==> src/rtl/program_sequencer.sv <==
// Program sequencer: IDLE/FETCH/DECODE/EXECUTE/HALT control with PC, instruction register and
// retired-instruction counter. Define SEQ_SINGLE_STEP_EN to add a Step input (one instruction per edge).
module program_sequencer #(
  parameter int unsigned PC_W  = 8,
  parameter int unsigned INS_W = 15
) (
  input  logic             clk,
  input  logic             nReset,
  input  logic             Run,
`ifdef SEQ_SINGLE_STEP_EN
  input  logic             Step,
`endif
  output logic             PM_Req,
  output logic [PC_W-1:0]  PM_Addr,
  input  logic             PM_Ack,
  input  logic [INS_W-1:0] PM_Data,
  output logic [INS_W-1:0] Ins,
  input  logic             Br_Take,
  input  logic [PC_W-1:0]  Br_Target,
  input  logic             Halt_Ins,
  output logic             Exec_En,
  output logic             Halted,
  output logic [15:0]      Ret_Cnt
);

  typedef enum logic [2:0] {StIdle, StFetch, StDecode, StExecute, StHalt} state_e;

  state_e           state_q, state_d;
  logic [PC_W-1:0]  pc_q, pc_d;
  logic [INS_W-1:0] ins_q, ins_d;
  logic [15:0]      ret_q, ret_d;
  logic             start;
  logic             again;

`ifdef SEQ_SINGLE_STEP_EN
  logic step_q;

  always_ff @(posedge clk or negedge nReset) begin
    if (!nReset) begin
      step_q <= 1'b0;
    end else begin
      step_q <= Step;
    end
  end

  // Only a fresh Step edge releases an instruction; every instruction ends back in IDLE.
  assign start = Run & Step & ~step_q;
  assign again = 1'b0;
`else
  assign start = Run;
  assign again = Run;
`endif

  always_ff @(posedge clk or negedge nReset) begin
    if (!nReset) begin
      state_q <= StIdle;
      pc_q    <= '0;
      ins_q   <= '0;
      ret_q   <= '0;
    end else begin
      state_q <= state_d;
      pc_q    <= pc_d;
      ins_q   <= ins_d;
      ret_q   <= ret_d;
    end
  end

  always_comb begin
    state_d = state_q;
    pc_d    = pc_q;
    ins_d   = ins_q;
    ret_d   = ret_q;
    case (state_q)
      StIdle: begin
        if (start) state_d = StFetch;
      end
      StFetch: begin
        if (PM_Ack) begin
          ins_d   = PM_Data;
          state_d = StDecode;
        end
      end
      StDecode: state_d = StExecute;
      StExecute: begin
        ret_d = ret_q + 16'd1;
        // HALT wins over a simultaneous branch and leaves the PC on the HALT instruction.
        if (Halt_Ins) begin
          state_d = StHalt;
        end else begin
          pc_d    = Br_Take ? Br_Target : pc_q + PC_W'(1);
          state_d = again ? StFetch : StIdle;
        end
      end
      StHalt:  state_d = StHalt;
      default: state_d = StIdle;
    endcase
  end

  always_comb begin
    PM_Req  = 1'b0;
    Exec_En = 1'b0;
    Halted  = 1'b0;
    case (state_q)
      StFetch:   PM_Req  = 1'b1;
      StExecute: Exec_En = 1'b1;
      StHalt:    Halted  = 1'b1;
      default:   ;
    endcase
  end

  assign PM_Addr = pc_q;
  assign Ins     = ins_q;
  assign Ret_Cnt = ret_q;

endmodule

==> config.mk <==
export PLATFORM = sky130hd
export DESIGN_NAME = program_sequencer
export DESIGN_NICKNAME = d
export VERILOG_FILES = /design/src/rtl/program_sequencer.sv
export SDC_FILE = /design/constraint.sdc
export NUM_CORES = 1
export LEC_CHECK = 0
export ABC_AREA = 0
export CORE_MARGIN = 3
export CORE_UTILIZATION = 25
export CTS_BUF_LIST = sky130_fd_sc_hd__clkbuf_4 sky130_fd_sc_hd__clkbuf_8 sky130_fd_sc_hd__clkbuf_16
export CTS_CLUSTER_SIZE = 12
export DETAILED_ROUTE_END_ITERATION = 16
export PLACE_DENSITY = 0.58
export SKIP_LAST_GASP = 1
export SLEW_MARGIN = 20
export SYNTH_ARGS = -nofsm -noshare
export SYNTH_HDL_FRONTEND = slang
export SYNTH_SLANG_ARGS = --single-unit
==> constraint.sdc <==
create_clock -name clk -period 2.8 [get_ports clk]
set_input_delay 0.28 -clock clk [delete_from_list [all_inputs] [get_ports clk]]
set_output_delay 0.28 -clock clk [all_outputs]
set_load 0.05 [all_outputs]
Word-level counts from Yosys, hierarchy flattened. Index checks and enable logic that the tools add are counted.

Register bits: 42. Bits of input ports: 29. Output and inout port bits: 42. Word-level logic and storage cells: 26.

Add/subtract/negate cells: 2. Equality and inequality tests: 6. Muxes and demuxes: 9. Bitwise gates (word level): 1. Reductions and logical operators: 4.

Operators with widths (count): adder 16 x 1 -> 16 bit (second input constant) (1); one-hot mux 3 bit (5 select lines) (1); 2-to-1 mux 3 bit (3); adder 8 x 1 -> 8 bit (second input constant) (1); 2-to-1 mux 8 bit (1); equality test 3 x 2 -> 1 bit (second input constant) (2); AND reduction 2 bit (3); 2-to-1 mux 1 bit (4); != test 2 bit (second input constant) (2); equality test 3 x 1 -> 1 bit (second input constant) (1); equality test 3 bit (second input constant) (1); zero test 3 bit (1); inverter 1 bit (1).

Depth between registers and ports, before layout.
Depth after elaboration: 3. Gate-level depth with buffers: 5. Gate-level depth less buffers: 5.

Worst setup path after synthesis. OpenSTA, ideal clock, no wires.

Path type: register to output. From: reg state_q[0]. To: out Halted. Arrival: 1.708 ns. Data required time: 2.520 ns. Slack: 0.812 ns. Stages on the path, launching flop included: 3. Path buffers: 1. Path through: dfrtp_1 -> buf_2 -> nor3b_1.

Word-level cells in the longest chain between the ends: 2.

RTL lines: from (decl) (line 28) `state_e state_q, state_d;`; from (signal assigned) (line 56) `state_q <= StIdle;`; from (signal assigned) (line 61) `state_q <= state_d;`; equality test 3 bit (line 103) `case (state_q)`; 2-to-1 mux 1 bit (line 103); to (decl) (line 22) `output logic Halted,`.

Every way passes these cells.

Final worst setup path.
From: reg state_q[2]. To: out Exec_En.

Word-level cells in the longest chain between the ends: 2.

RTL lines: equality test 3 x 2 -> 1 bit (line 103); 2-to-1 mux 1 bit (line 103); to (decl) (line 21) `output logic Exec_En,`.

Every way passes these cells.

==> impl_metrics.ini <==
[final_layout]
layout-drive-gt1-share_pct = 10.1
fillers = 723
regArea_um2 = 1050
multiInputGateArea_um2 = 810
nNetsFinal = 269
area_growth_pct = 46.3
diodes = 0
final_util_pct = 37.9

[floorplan]
die_w_um = 93.2
coreArea_um2 = 7330
die_area_um2 = 8680
rows = 31
die-height_um = 93.2
io_pins = 71
start_util_pct = 25.9

[grt]
grt-ovfl-total = 0
grt_pass1_wl_um = 7100
grt_usage_pct = 10.4
grt_start_max_net_pins = 43
grt_antenna_before_repair = 0
grt_pass1_vias = 1436

[sta]
period_needed_ns = 2.29
max_freq_mhz = 438
relSlewSlack_pct = 39.0
slew_violations = 0
setup_violations = 0
fin_tns_setup_ns = 0
layout_setup_ws_ns = 0.515
fin_skew_ns = 0.00462
rsz0062_at_grt = false
finalHoldViolCount = 0
worst_pin_slew_ns = 0.915
hold_ws_ns = 0.127
min_period_over_period_pct = 81.6

[clock_tree]
cts_root_buf = clkbuf_8
cts_setup_buffers = 0
htreeDepth = 2
clk_latency_ns = 0.29
cts.sinks = 42
clockBufferDepth = 2
cts_tree = built
cts_resized = 0
ctsHoldBuffers = 0
cts_made_buffers = 5
clkTransAtPathRegs_ns = 0.08

[place]
gp_congestion = 0.740
port_buffers = 70
post-place-ws_ns = 0.766
dp.final_hpwl_um = 3090

[synth]
yosysTopAreaCell = dfrtp_1
syn_area_um2 = 1900
synthArstFlopShare_pct = 100
synthDistinctLibCells = 37
synth_nets = 197
yosysMostFrequentCell = dfrtp_1
postSynthAreaPerCell_um2 = 11.4
synth-edff-count = 0
synth_flop_cell = dfrtp_1
syn_inst = 166
ys_ff_latch = 42
ys_top_cells_by_count = dfrtp_1, nand2_1, mux2_2, nor2_1, xnor2_1
synth.area.top_cells = dfrtp_1, mux2_2, xnor2_1
synth_top_area_share_pct = 55.3
ys_warn_count = 0
seq_area_frac_synth_pct = 55.3

[hold_path]
hp-class = input port to async pin

[drt]
drt_iter0_drc = 24
wl_per_cell_um = 12.4
dr.pass1.iters = 4
vias_per_cell = 4.40
vias = 1483
final_antenna_net_count = 0
drc_errors = 0
drt-total-wl_um = 4180

[pwr]
power_density_nw_per_um2 = 1090
irDropWorstVdd_v = 0.000582
leakage_nw = 1.15
power_mw = 3.03

[critical_path]
start_kind = flip-flop
setup.worst_path.class = flip-flop to output pin
worst_ep_arrival_time_ns = 2.01
critPathCaptureType = output pin
r2r_slack_ns = 0.98
reg2regPathDepth = 3
crit_fanout = 8
cp.required_ns = 2.52
r2r_start = state_q[1]
r2r-end = Ins[10]

[run]
cap_violations = 0

[run_status]
status = finished clean
==> worst max-delay path, stage by stage (launching register included) <==
cell             delay (ns)
dfrtp_1                0.46
nand3b_4               0.26
inv_1                  0.17
clkdlybuf4s50_1        0.83
==> final cells by class <==
type	instances	share of cell area, %
clock buffers	7	3.02
inverters	4	0.540
multi-input cells	115	29.1
flip-flops and latches	42	37.8
well taps	99	4.46
repair buffers	70	25.0
==> layer usage <==
| metal | wire length, um | global-route usage (%) | vias to the layer above |
|---|---|---|---|
| met4 | 17 | 2.81 | 0 |
| met1 | 1960 | 14.2 | 702 |
| met5 | 0 | 0 | - |
| li1 | - | - | 730 |
| met3 | 283 | 4.34 | 2 |
| met2 | 1920 | 15.1 | 49 |
==> worst max path at each step <==
stage	endpoint	from	slack [ns]	cells after the start
after detailed placement	Ins[14]	PM_Ack	0.77	4
after CTS	Exec_En	state_q[2]	0.50	3
final	Exec_En	state_q[2]	0.51	3
after global placement	Ins[2]	PM_Ack	0.78	4
after global routing	Halted	state_q[0]	0.40	2
after floorplan	Halted	state_q[0]	0.81	2
==> flip-flops by register name, summed over array words and instances (netlist names) <==
register / count
Ins: 15
PM_Addr: 8
state_q: 3
Ret_Cnt: 16
==> per-stage QoR <==
stage	instances	instance area (um2)
3_5_place_dp	330	2700
5_1_grt	337	2780
3_3_place_gp	330	2700
6_report	337	2780
4_1_cts	337	2780
2_1_floorplan	166	1900
==> logic make-up after synthesis <==
logic type / after synthesis / share of synthesized area, %
adders and majority gates: 2 / 1.32
buffers and inverters: 9 / 2.04
AOI/OAI and AO/OA: 24 / 7.38
and+or+nand+nor: 57 / 17.1
xor gates and xnor gates: 15 / 6.92
DFF: 42 / 55.3
muxes: 17 / 9.95
==> report_power, final <==
group / switching (mW) / internal [mW] / total [mW] / leakage (nW)
clock network: 0.195 / 0.191 / 0.387 / 0.0452
logic: 1.02 / 0.596 / 1.62 / 0.580
registers: 0.212 / 0.817 / 1.03 / 0.529
total: 1.43 / 1.60 / 3.03 / 1.15
==> placed cells by master (no fill, tap or decap), types with 2 or more instances in the layout <==
cell type,netlist,final
clkdlybuf4s50_1,0,69
nand3_1,8,8
xor2_1,3,3
o2bb2ai_1,2,2
nor3b_1,2,2
xnor2_1,12,12
nor2_1,12,12
mux2i_1,2,2
a31oi_1,2,2
mux2_1,3,3
mux2_2,12,12
a21oi_1,7,7
nor3_1,3,3
nand4_1,5,5
clkbuf_4,0,2
dfrtp_1,42,42
nand2_1,14,14
clkbuf_8,0,5
nand2b_1,2,2
o21ai_0,9,9
inv_1,4,4
ha_1,2,2
(Power assumes the default switching activity.)
